<file path="src/rtl/fnd_scan_decoder_if.sv">
// fnd_scan_decoder_if: multiplexed 7-segment bus plus decoded frame results
interface fnd_scan_decoder_if;
  logic [7:0]  seg;
  logic [3:0]  seg_comm;
  logic [3:0]  digit_1;
  logic [3:0]  digit_10;
  logic [3:0]  digit_100;
  logic [3:0]  digit_1000;
  logic [3:0]  dp;
  logic [13:0] value;
  logic        frame_done;
  logic        active;
  logic        pattern_err;
  logic        bcd_err;
  modport master (
    output seg, seg_comm,
    input  digit_1, digit_10, digit_100, digit_1000, dp, value,
    input  frame_done, active, pattern_err, bcd_err
  );
  modport slave (
    input  seg, seg_comm,
    output digit_1, digit_10, digit_100, digit_1000, dp, value,
    output frame_done, active, pattern_err, bcd_err
  );
endinterface

</file>
<file path="src/rtl/fnd_scan_decoder.sv">
// fnd_scan_decoder: filters a scanned 7-segment bus and rebuilds 4-digit frames
module fnd_scan_decoder #(
  parameter int STABLE_CYCLES = 4,
  parameter int TIMEOUT       = 2_000_000
) (
  input logic clk,
  input logic reset,
  fnd_scan_decoder_if.slave bus
);
  localparam int SW = (STABLE_CYCLES > 2) ? $clog2(STABLE_CYCLES) : 1;
  localparam int TW = (TIMEOUT > 2) ? $clog2(TIMEOUT) : 1;
  localparam logic [15:0][6:0] HEX = {
    7'b0001110, 7'b0000110, 7'b0100001, 7'b1000110,
    7'b0000011, 7'b0001000, 7'b0010000, 7'b0000000,
    7'b1111000, 7'b0000010, 7'b0010010, 7'b0011001,
    7'b0110000, 7'b0100100, 7'b1111001, 7'b1000000
  };
  typedef enum logic [1:0] {COLLECT, CHECK, CALC} state_t;
  state_t           state_q, state_d;
  logic [11:0]      prev_q, prev_d;
  logic [SW-1:0]    stab_q, stab_d;
  logic             sampled_q, sampled_d;
  logic [TW-1:0]    tmo_q, tmo_d;
  logic [3:0]       mask_q, mask_d;
  logic [3:0][3:0]  sh_q, sh_d;
  logic [3:0]       sh_dp_q, sh_dp_d;
  logic             pub_q, pub_d;
  logic [3:0][3:0]  dig_q, dig_d;
  logic [3:0]       dp_q, dp_d;
  logic [13:0]      value_q, value_d;
  logic             frame_done_q, frame_done_d;
  logic             active_q, active_d;
  logic             pattern_err_q, pattern_err_d;
  logic             bcd_err_q, bcd_err_d;
  logic [11:0]      cur;
  logic             changed, take, blank, comm_ok, hit, legal, tmo_hit, bcd_ok;
  logic [3:0]       code;
  logic [1:0]       pos;
  assign cur     = {bus.seg, bus.seg_comm};
  assign changed = cur != prev_q;
  assign take    = !changed && stab_q == SW'(STABLE_CYCLES - 1) && !sampled_q;
  assign blank   = bus.seg_comm == 4'hF;
  assign comm_ok = $onehot(~bus.seg_comm);
  assign pos     = !bus.seg_comm[0] ? 2'd0 : !bus.seg_comm[1] ? 2'd1 : !bus.seg_comm[2] ? 2'd2 : 2'd3;
  assign legal   = take && comm_ok && hit;
  assign tmo_hit = !legal && tmo_q == TW'(TIMEOUT - 1);
  assign bcd_ok  = sh_q[0] <= 4'd9 && sh_q[1] <= 4'd9 && sh_q[2] <= 4'd9 && sh_q[3] <= 4'd9;
  always_comb begin
    hit  = 1'b0;
    code = 4'd0;
    for (int i = 0; i < 16; i++)
      if (bus.seg[6:0] == HEX[i]) begin
        hit  = 1'b1;
        code = 4'(i);
      end
  end
  always_comb begin
    prev_d        = cur;
    stab_d        = changed ? '0 : (stab_q == SW'(STABLE_CYCLES - 1) ? stab_q : stab_q + SW'(1));
    sampled_d     = !changed && (sampled_q || take);
    tmo_d         = legal ? '0 : tmo_hit ? tmo_q : tmo_q + TW'(1);
    sh_d          = sh_q;
    sh_dp_d       = sh_dp_q;
    if (legal) begin
      sh_d[pos]    = code;
      sh_dp_d[pos] = ~bus.seg[7];
    end
    mask_d        = tmo_hit ? 4'b0 : mask_q | (legal ? 4'b0001 << pos : 4'b0);
    pattern_err_d = take && !blank && !(comm_ok && hit);
    state_d       = state_q;
    pub_d         = pub_q;
    dig_d         = dig_q;
    dp_d          = dp_q;
    value_d       = value_q;
    bcd_err_d     = 1'b0;
    frame_done_d  = 1'b0;
    active_d      = active_q && !tmo_hit;
    case (state_q)
      COLLECT: if (mask_d == 4'hF) begin
        state_d = CHECK;
        mask_d  = 4'b0;
      end
      CHECK: begin
        pub_d     = bcd_ok;
        dig_d     = bcd_ok ? sh_q : dig_q;
        dp_d      = bcd_ok ? sh_dp_q : dp_q;
        bcd_err_d = !bcd_ok;
        state_d   = CALC;
      end
      CALC: begin
        value_d      = pub_q ? 14'(dig_q[3]) * 14'd1000 + 14'(dig_q[2]) * 14'd100
                             + 14'(dig_q[1]) * 14'd10 + 14'(dig_q[0]) : value_q;
        frame_done_d = pub_q;
        active_d     = pub_q || active_d;
        state_d      = COLLECT;
      end
      default: state_d = COLLECT;
    endcase
  end
  always_ff @(posedge clk) begin
    if (!reset) begin
      state_q       <= COLLECT;
      prev_q        <= '0;
      stab_q        <= '0;
      sampled_q     <= 1'b0;
      tmo_q         <= '0;
      mask_q        <= '0;
      sh_q          <= '0;
      sh_dp_q       <= '0;
      pub_q         <= 1'b0;
      dig_q         <= '0;
      dp_q          <= '0;
      value_q       <= '0;
      frame_done_q  <= 1'b0;
      active_q      <= 1'b0;
      pattern_err_q <= 1'b0;
      bcd_err_q     <= 1'b0;
    end else begin
      state_q       <= state_d;
      prev_q        <= prev_d;
      stab_q        <= stab_d;
      sampled_q     <= sampled_d;
      tmo_q         <= tmo_d;
      mask_q        <= mask_d;
      sh_q          <= sh_d;
      sh_dp_q       <= sh_dp_d;
      pub_q         <= pub_d;
      dig_q         <= dig_d;
      dp_q          <= dp_d;
      value_q       <= value_d;
      frame_done_q  <= frame_done_d;
      active_q      <= active_d;
      pattern_err_q <= pattern_err_d;
      bcd_err_q     <= bcd_err_d;
    end
  end
  assign bus.digit_1     = dig_q[0];
  assign bus.digit_10    = dig_q[1];
  assign bus.digit_100   = dig_q[2];
  assign bus.digit_1000  = dig_q[3];
  assign bus.dp          = dp_q;
  assign bus.value       = value_q;
  assign bus.frame_done  = frame_done_q;
  assign bus.active      = active_q;
  assign bus.pattern_err = pattern_err_q;
  assign bus.bcd_err     = bcd_err_q;
endmodule
</file>
<file path="src/flat_wrapper.sv">
// flat-port wrapper written by rule: the top's interface ports become plain ports
module fnd_scan_decoder_flat 
#(
  parameter int STABLE_CYCLES = 4,
  parameter int TIMEOUT       = 2_000_000
)
  (clk, reset, bus_seg, bus_seg_comm, bus_digit_1, bus_digit_10, bus_digit_100, bus_digit_1000, bus_dp, bus_value, bus_frame_done, bus_active, bus_pattern_err, bus_bcd_err);
  fnd_scan_decoder_if bus_i ();
  input logic clk;
  input logic reset;
  input wire logic [$bits(bus_i.seg)-1:0] bus_seg;
  input wire logic [$bits(bus_i.seg_comm)-1:0] bus_seg_comm;
  output wire logic [$bits(bus_i.digit_1)-1:0] bus_digit_1;
  output wire logic [$bits(bus_i.digit_10)-1:0] bus_digit_10;
  output wire logic [$bits(bus_i.digit_100)-1:0] bus_digit_100;
  output wire logic [$bits(bus_i.digit_1000)-1:0] bus_digit_1000;
  output wire logic [$bits(bus_i.dp)-1:0] bus_dp;
  output wire logic [$bits(bus_i.value)-1:0] bus_value;
  output wire logic [$bits(bus_i.frame_done)-1:0] bus_frame_done;
  output wire logic [$bits(bus_i.active)-1:0] bus_active;
  output wire logic [$bits(bus_i.pattern_err)-1:0] bus_pattern_err;
  output wire logic [$bits(bus_i.bcd_err)-1:0] bus_bcd_err;
  assign bus_i.seg = bus_seg;
  assign bus_i.seg_comm = bus_seg_comm;
  assign bus_digit_1 = bus_i.digit_1;
  assign bus_digit_10 = bus_i.digit_10;
  assign bus_digit_100 = bus_i.digit_100;
  assign bus_digit_1000 = bus_i.digit_1000;
  assign bus_dp = bus_i.dp;
  assign bus_value = bus_i.value;
  assign bus_frame_done = bus_i.frame_done;
  assign bus_active = bus_i.active;
  assign bus_pattern_err = bus_i.pattern_err;
  assign bus_bcd_err = bus_i.bcd_err;
  fnd_scan_decoder #(.STABLE_CYCLES(STABLE_CYCLES), .TIMEOUT(TIMEOUT)) u_core (.clk(clk), .reset(reset), .bus(bus_i));
endmodule
</file>
<file path="config.mk">
export PLATFORM = sky130hd
export DESIGN_NAME = fnd_scan_decoder_flat
export DESIGN_NICKNAME = d
export VERILOG_FILES = /design/src/rtl/fnd_scan_decoder_if.sv /design/src/rtl/fnd_scan_decoder.sv /design/src/flat_wrapper.sv
export SDC_FILE = /design/constraint.sdc
export NUM_CORES = 1
export LEC_CHECK = 0
export CORE_ASPECT_RATIO = 0.7
export CORE_UTILIZATION = 59
export DETAILED_ROUTE_END_ITERATION = 12
export GPL_TIMING_DRIVEN = 0
export PLACE_DENSITY = 0.87
export SYNTH_ARGS = -nofsm -noshare
export SYNTH_HDL_FRONTEND = slang
export SYNTH_SLANG_ARGS = --single-unit
export TNS_END_PERCENT = 10
</file>
<file path="constraint.sdc">
create_clock -name clk -period 5.16 [get_ports clk]
set_input_delay 0.774 -clock clk [delete_from_list [all_inputs] [get_ports clk]]
set_output_delay 0.774 -clock clk [all_outputs]
set_load 0.01 [all_outputs]
</file>
* After elaboration in Yosys (flattened, before gate mapping) *
Cells that the tools add are included.

cells by class
  mux-type cells = 47
  bitwise gates (word level) = 4
  add/sub/neg operators = 8
  magnitude comparators = 6
  multiply operators = 3
  reduce and logical (&&, ||, !) cells = 31
  eq/ne operators = 24
  shift operators = 1

operators by type and width
  operator                                               count
  2-to-1 mux 4 bit                                       13
  equality test 7 bit, second input constant             4
  adder 21 x 1 -> 21 bit, second input constant          1
  equality test 21 bit, second input constant            1
  equality test 7 x 5 -> 1 bit, second input constant    3
  equality test 7 x 6 -> 1 bit, second input constant    3
  2-to-1 mux 1 bit                                       20
  bitwise mux 16 bit                                     1
  less-or-equal comparator 4 bit, second input constant  4
  adder 14 x 11 -> 14 bit                                1
  adder 14 x 4 -> 14 bit                                 1
  adder 14 x 8 -> 14 bit                                 1
  equality test 7 x 2 -> 1 bit, second input constant    2
  equality test 7 x 4 -> 1 bit, second input constant    2
  logical AND 1 bit                                      14
  2-to-1 mux 3 bit                                       4
  inequality test 12 bit                                 1
  multiplier 4 x 7 -> 11 bit, second input constant      1
  2-to-1 mux 2 bit                                       5
  multiplier 4 x 5 -> 9 bit, second input constant       1
  demux 4 bit (select 2 bit)                             1
  equality test 4 bit, second input constant             2
  AND reduction 2 bit                                    4
  equality test 7 x 3 -> 1 bit, second input constant    1
  22 further kinds                                       33

word-level totals
  logic and storage cells = 146
  input port bits = 14
  output and inout port bits = 38
  register bits after elaboration = 101

* Depth between registers and ports, before layout *
Gate-level depths: netlist of the first run.

  depth in word-level cells = 24
  depth in mapped cells = 18

* Least setup slack after synthesis of the first run *
Ideal clock, no wire load.

  path kind = reg-to-reg
  start = register u_core.dig_q (netlist bit u_core.bus.digit_1000[2])
  end = register u_core.value_q[13] (netlist: u_core.bus.value[13])
  path buffers = 0
  data required time = 5.090 ns
  cell stages (with the launch flop) = 19
  data arrival time = 4.101 ns
  period minus slack after synthesis = 4.171 ns
  path slack = 0.989 ns
  setup time = 0.070 ns
  cell sequence = dfxtp_1 > fa_1 > inv_1 > fa_1 > inv_1 > ha_1 > nor2b_1 > o21ai_0 > and3_1 > nor2_1 > ha_1 > ha_1 > ha_1 > nor3_1 > nand3_1 > a41oi_1 > xnor2_1 > nand2_1 > a21oi_1

between the ends
  word-level cells in the longest chain between the ends = 4

ends and longest elaborated chain
  element                     line                     source
  from (decl)                 fnd_scan_decoder.sv:28   logic [3:0][3:0] dig_q, dig_d;
  from (signal assigned)      fnd_scan_decoder.sv:128  dig_q <= dig_d;
  multiplier 4 x 7 -> 11 bit  fnd_scan_decoder.sv:91   value_d = pub_q ? 14'(dig_q[3]) * 14'd1000 + 14'(dig_q[2]) * 14'd100
  adder 14 x 11 -> 14 bit     fnd_scan_decoder.sv:91
  adder 14 x 8 -> 14 bit      fnd_scan_decoder.sv:92   + 14'(dig_q[1]) * 14'd10 + 14'(dig_q[0]) : value_q;
  adder 14 x 4 -> 14 bit      fnd_scan_decoder.sv:92
  to (signal assigned)        fnd_scan_decoder.sv:130  value_q <= value_d;
  to (decl)                   fnd_scan_decoder.sv:30   logic [13:0] value_q, value_d;

Every way passes these cells.
A chain may end at the register's enable or synchronous reset.

* Worst setup path after layout of the first run *
Same ends and word-level chain as after synthesis.

==> summary.txt, run 1 <==
Status
  – Status: finished, final reports clean

Synthesis
  – Sequential share of the synthesized area: 0.3347
  – Adder-Cell Fraction of Synth Area: 0.1777
  – Synth top area share: 0.3347
  – Syn_area_per_cell: 9.057 um2
  – Mapped cell area: 6041 um2
  – Synth top area cells: dfxtp_1, ha_1, fa_1, mux2i_1, nor2_1
  – Post-synth EDFFs: 0
  – Post-synthesis mux area share: 0.05965
  – Post-synthesis compound-gate area fraction: 0.1007
  – Synthesized flop and latch total: 101
  – Ys Warns: 0
  – Post-synth ARST share: 0
  – Simple-Gate Fraction of Synth Area: 0.2067
  – Largest family of logic cells by synthesized area: simple AND/OR/NAND/NOR gates
  – Synth unique cells: 70
  – Syn Nets: 756
  – XOR/XNOR Fraction of Synth Area: 0.06669
  – Area leader, netlist: dfxtp_1
  – Synth Instances: 667
  – Ys flop type: dfxtp_1

Place
  – Area post-placement: 6701 um2
  – # port buffers: 50
  – Place WS: 0.5639 ns
  – Routability cong.: 0.9321
  – Dpl hpwl: 11170 um
  – Dpl cells: 845

GRT
  – Global-route usage over all layers: 0.3033
  – Largest net degree at the start of global routing: 16
  – Initial antenna violation count: 0
  – GRT Residual Overflow: 0
  – First-pass GRT wire length: 24620 um
  – Number of global-route vias before repair: 5019

Detailed routing
  – Via count: 5200
  – DRT iter0 DRCs: 453
  – Wirelength per Cell: 17.96 um
  – WL final: 15460 um
  – Drt drc: 0
  – Pre-Repair DR Iteration Count: 7
  – Antenna-violating nets left: 0
  – Routed vias/inst: 6.039

Setup path
  – Worst path arrival time: 4.95 ns
  – CP Capture Type: register
  – CP bufs+invs: 2
  – CP max FO: 8
  – Startpoint Class: register
  – Most used cell, CP: ha_1
  – Crit path kind: reg -> reg
  – Critical-path cell list: fa_1 -> inv_1 -> fa_1 -> inv_1 -> ha_1 -> nor2b_1 -> o21ai_0 -> and3_1 -> nor2_1 -> ha_1 -> ha_1 -> ha_1 -> nor3_1 -> nand3_1 -> a41oi_1 -> xnor2_1 -> nand2_1 -> a21oi_1
  – CP delay by family, top: adder cells
  – CP max stage delay: 0.69 ns
  – CP max stage cell: fa_1
  – CP required: 5.43 ns

Run
  – Max-cap violations: 0

Clock tree
  – Root Driver: clkbuf_16
  – Post-CTS setup buffer count: 0
  – Clock Path Buffers: 2
  – Post-CTS sizing: 0
  – Cts bufs inserted: 9
  – Latest clock arrival within the worst-skew pair: 0.34 ns
  – Clk pin slew, worst setup/hold paths: 0.07 ns
  – CTS tree: done
  – CTS Hold Bufs: 0
  – H-Tree Depth: 3
  – TritonCTS Sinks: 101

Timing
  – Min Tclk post-route: 4.680 ns
  – Worst setup margin: 0.4798 ns
  – Slew HR: 0.4145
  – Post-route clock period utilization: 0.9070
  – Max-slew violations: 0
  – Fmax: 213.7 MHz
  – Final hold vios: 0
  – Setup TNS: 0 ns
  – Worst clock skew: 0.009249 ns
  – Final setup fails: 0
  – Worst slew pin tran: 0.8646 ns
  – Worst hold slack: 0.4507 ns
  – RSZ-0062 raised after global routing: no

Cells and area
  – Core Util, Final: 0.7132
  – Fill cell count: 722
  – Area Growth Syn to Fin: 16.11%
  – ANT cells: 0
  – Final instance area: 7014 um2
  – Nets: 817
  – Commonest cells after routing, fill and taps aside: dfxtp_1, nor2_1, ha_1
  – Commonest non-fill, non-tap cell in the layout: dfxtp_1
  – Post-Layout Cell Count: 861
  – Share of cells above drive strength 1: 0.05593

Power and ir drop
  – Leak Pwr: 2.980 nW
  – Final total power: 1.600 mW
  – Peak supply drop: 0.2262 mV
  – P per Cell Area: 228.1 nW/um2

Floorplan
  – Rows: 30
  – Die area: 10650 um2
  – Die height: 86.66 um
  – IO Count: 52
  – Starting Density: 0.6142
  – Die Wd: 122.9 um
  – Placeable Area: 9834 um2

Worst hold path
  – Worst hold path class: reg -> reg
-- metal layers --
metal,up-vias,share of wire,global-route usage
li1,2400,-,-
met5,-,0,0
met3,56,0.075,0.05658
met2,272,0.46,0.4934
met4,0,0.028,0.1164
met1,2472,0.44,0.4002
-- logic make-up (layout without fill, tap and decap cells) --
logic type	Yosys count	in the layout
fa+ha+maj	75	75
buf+inv	71	137
xor+xnor	46	46
flops	101	101
simple gates	245	245
mux	36	36
compound gates	93	93
-- power by group --
part | switching (mW) | internal [mW] | leakage [nW]
logic | 0.0618 | 0.0387 | 2.01
clock network | 0.292 | 0.415 | 0.152
registers | 0.00541 | 0.786 | 0.817
-- sequential cells by signal, summed over array words and instances (netlist names) --
signal and flops:
u_core.bus.dp 4, u_core.bus.bcd_err 1, u_core.tmo_q 21, u_core.state_q 2
u_core.prev_q 12, u_core.sampled_q 1, u_core.pub_q 1, u_core.bus.digit_100 4
u_core.bus.active 1, u_core.sh_dp_q 4, u_core.bus.pattern_err 1, u_core.bus.value 14
u_core.bus.digit_10 4, u_core.stab_q 2, u_core.bus.digit_1000 4, u_core.bus.frame_done 1
u_core.mask_q 4, u_core.bus.digit_1 4, u_core.sh_q 16
-- synth_stat cells, drive strengths merged, types with 2 or more instances --
cell type	instances
dfxtp	101
nor2	93
ha	57
nand2	48
inv	47
a21oi	37
mux2i	36
xnor2	33
nand3	20
fa	18
o21ai	15
nand4	13
nor3	13
xor2	13
clkbuf	12
buf	11
and2	10
a211oi	8
and3	8
a21o	7
nand2b	6
nor2b	6
nor4b	5
nand3b	4
nor3b	4
nand4b	3
o22ai	3
o311ai	3
or4	3
a2111oi	2
a32o	2
nor4	2
o21a	2
o31a	2
o31ai	2
or2	2
-- final cells by class --
| type | instances | area (um2) | area share |
|---|---|---|---|
| Buffer | 24 | 148.9 | 0.02123 |
| Clock buffer | 13 | 270.3 | 0.03853 |
| Clock inverter | 3 | 42.54 | 0.006065 |
| Inverter | 47 | 176.4 | 0.02515 |
| Multi-Input combinational cell | 495 | 3694 | 0.5266 |
| Sequential cell | 101 | 2022 | 0.2883 |
| Tap cell | 128 | 160.2 | 0.02283 |
| Timing Repair Buffer | 50 | 500.5 | 0.07135 |
-- worst paths after layout --
check | cells after the start | end | slack (ns) | from
worst max-delay path | 18 | u_core.bus.value[13] | 0.48 | u_core.bus.digit_1000[2]
worst min-delay path | 2 | u_core.bus.value[8] | 0.45 | u_core.bus.value[8]
worst max register to register | 18 | u_core.bus.value[13] | 0.48 | u_core.bus.digit_1000[2]
worst min register to register | 2 | u_core.bus.value[8] | 0.45 | u_core.bus.value[8]
-- worst min-delay path: stages, from the launching register on --
cell and delay (ns):
dfxtp_1 0.31, nand2_1 0.05, a21oi_1 0.05
(Power assumes the default switching activity.)
==> run 2: changes to the inputs <==
--- a/config.mk
+++ b/config.mk
@@ -6,10 +6,10 @@
 export NUM_CORES = 1
 export LEC_CHECK = 0
 export CORE_ASPECT_RATIO = 0.7
-export CORE_UTILIZATION = 59
+export CORE_UTILIZATION = 53
 export DETAILED_ROUTE_END_ITERATION = 12
 export GPL_TIMING_DRIVEN = 0
-export PLACE_DENSITY = 0.87
+export PLACE_DENSITY = 0.83
 export SYNTH_ARGS = -nofsm -noshare
 export SYNTH_HDL_FRONTEND = slang
 export SYNTH_SLANG_ARGS = --single-unit
==> constraint.sdc (replaced) <==
create_clock -name clk -period 4 [get_ports clk]
set_input_delay 0.6 -clock clk [delete_from_list [all_inputs] [get_ports clk]]
set_output_delay 0.6 -clock clk [all_outputs]
set_load 0.01 [all_outputs]
==> summary.txt, run 2 (synthesis gave the netlist of run 1 again) <==
GRT
  – Largest net degree at the start of global routing: 17
  – Number of global-route vias before repair: 4817
  – Initial antenna violation count: 0
  – Global-route usage over all layers: 0.2556
  – First-pass GRT wire length: 23590 um
  – GRT Residual Overflow: 0

Setup path
  – CP max FO: 4
  – FF-to-FF Start: u_core.bus.digit_1000[3]
  – CP max stage delay: 0.59 ns
  – CP Capture Type: register
  – Critical-path cell list: fa_2 -> inv_2 -> fa_1 -> inv_2 -> ha_4 -> nor2b_4 -> o21ai_2 -> a21oi_2 -> buf_4 -> o21ai_0 -> nand2_1 -> xor2_2 -> ha_1 -> a21o_1 -> a41oi_2 -> xnor2_1 -> nand2_1 -> a21oi_1
  – Worst path arrival time: 4.32 ns
  – R2R Setup Slk: -0.05 ns
  – FF-to-FF End: u_core.bus.value[13]
  – Crit path from: u_core.bus.digit_1000[3]
  – Startpoint Class: register
  – CP max stage cell: fa_2
  – CP required: 4.28 ns
  – Critical path capture point: u_core.bus.value[13]
  – Reg2Reg Depth: 18
  – Crit path kind: reg -> reg

Floorplan
  – Die Wd: 129.6 um
  – Starting Density: 0.5466
  – Rows: 32
  – Die area: 11840 um2
  – Die height: 91.32 um
  – Placeable Area: 11050 um2
  – IO Count: 52

Cells and area
  – Max reg flops: 21
  – Post-Layout Cell Count: 893
  – ANT cells: 0
  – Commonest non-fill, non-tap cell in the layout: dfxtp_1
  – Core Util, Final: 0.6662
  – Nets: 824
  – Commonest cells after routing, fill and taps aside: dfxtp_1, nor2_1, clkdlybuf4s50_1
  – Most flops, register: u_core.tmo_q
  – Area Growth Syn to Fin: 21.87%
  – Share of cells above drive strength 1: 0.1176

Detailed routing
  – WL final: 15010 um
  – DRT iter0 DRCs: 505
  – Antenna-violating nets left: 0
  – Drt drc: 0
  – Routed vias/inst: 5.778
  – Via count: 5160
  – Wirelength per Cell: 16.81 um
  – Pre-Repair DR Iteration Count: 5

Clock tree
  – TritonCTS Sinks: 101
  – Clock Path Buffers: 2
  – Root Driver: clkbuf_16
  – Cts bufs inserted: 9
  – CTS tree: done
  – Latest clock arrival within the worst-skew pair: 0.35 ns
  – CTS Hold Bufs: 0
  – H-Tree Depth: 3
  – Clk pin slew, worst setup/hold paths: 0.06 ns

Run
  – Max-cap violations: 0

Power and ir drop
  – Peak supply drop: 0.2205 mV
  – Leak Pwr: 3.009 nW
  – Final total power: 2.079 mW
  – P per Cell Area: 282.3 nW/um2

Timing
  – Min Tclk post-route: 4.046 ns
  – Worst slew pin tran: 0.8753 ns
  – Max-slew violations: 0
  – Post-route clock period utilization: 1.012
  – Final hold vios: 0
  – Final setup fails: 2
  – Worst clock skew: 0.007397 ns
  – Fmax: 247.1 MHz
  – Worst setup margin: -0.04649 ns
  – Slew HR: 0.4165
  – RSZ-0062 raised after global routing: yes

Status
  – Failing checks: setup timing
  – Status: finished with violations

Place
  – # port buffers: 50
  – Routability cong.: 0.8577
  – Place WS: -0.3835 ns
  – Dpl cells: 870
  – Dpl hpwl: 10840 um

Worst hold path
  – Worst hold path class: reg -> reg
==> run 2: cell count changes in the layout (fill, tap and decap cells not counted), sizes merged <==
cell / previous run / this run
buf: 11 / 18
clkbuf: 25 / 22
bufinv: 1 / 2
clkinv: 1 / 2
inv: 47 / 48
==> run 2: how the worst min path moves through the flow <==
stage / from / to / slack (ns) / depth (start not counted)
floorplan: u_core.sampled_q / u_core.sampled_q / 0.43 / 2
global placement: u_core.bus.value[11] / u_core.bus.value[11] / 0.44 / 2
detailed placement: u_core.bus.value[9] / u_core.bus.value[9] / 0.44 / 2
CTS: u_core.bus.value[9] / u_core.bus.value[9] / 0.45 / 2
global route: u_core.bus.value[6] / u_core.bus.value[6] / 0.48 / 2
finish: u_core.bus.value[9] / u_core.bus.value[9] / 0.45 / 2
==> run 2: metrics by stage <==
stage	hold WS [ns]	setup TNS [ns]	cell area, um2
6_report	0.4518	-0.07079	7362
4_1_cts	0.4520	0	7237
2_1_floorplan	0.4291	0	6053
5_1_grt	0.4799	-0.2603	7362
3_5_place_dp	0.4431	-1.127	6745
3_3_place_gp	0.4390	-0.5626	6745
==> run 2: per-layer routing <==
metal,global-route usage,share of wire
met1,0.3570,0.45
met5,0,0
met2,0.3966,0.46
met4,0.06492,0.014
met3,0.05716,0.074
==> run 2: area by class of cell <==
type,count,area (um2)
multi-input cells,495,3943
clock buffers,10,229.0
repair buffers,57,553.0
plain buffers,24,148.9
inverters,47,176.4
clock inverters,6,86.33
fillers,854,3689
well taps,153,191.4
flip-flops and latches,101,2034
==> run 2: timing repair <==
action,in CTS,in global routing
resized for setup,26,20
pin swaps,13,23
buffers inserted,3,4
setup endpoints to repair,5,4
==> run 2: critical path, delay by kind of cell (launching register included) <==
kind | cells | cell delay, ns
xor+xnor | 2 | 0.37
compound gates | 6 | 0.88
flops | 1 | 0.36
fa+ha+maj | 4 | 1.70
buf+inv | 3 | 0.24
simple gates | 3 | 0.42
==> run 2: where the power goes <==
part	total [mW]	switching, mW	internal (mW)
clock	0.935	0.386	0.548
sequential	1.02	0.00587	1.01
combinational	0.126	0.0759	0.0501
==> run 3: changes to the inputs <==
--- a/config.mk
+++ b/config.mk
@@ -7,6 +7,7 @@
 export LEC_CHECK = 0
 export CORE_ASPECT_RATIO = 0.7
 export CORE_UTILIZATION = 53
+export CTS_CLUSTER_SIZE = 25
 export DETAILED_ROUTE_END_ITERATION = 12
 export GPL_TIMING_DRIVEN = 0
 export PLACE_DENSITY = 0.83
==> results of run 3 <==
Final layout, timing and power as in run 2 (identical DEF).
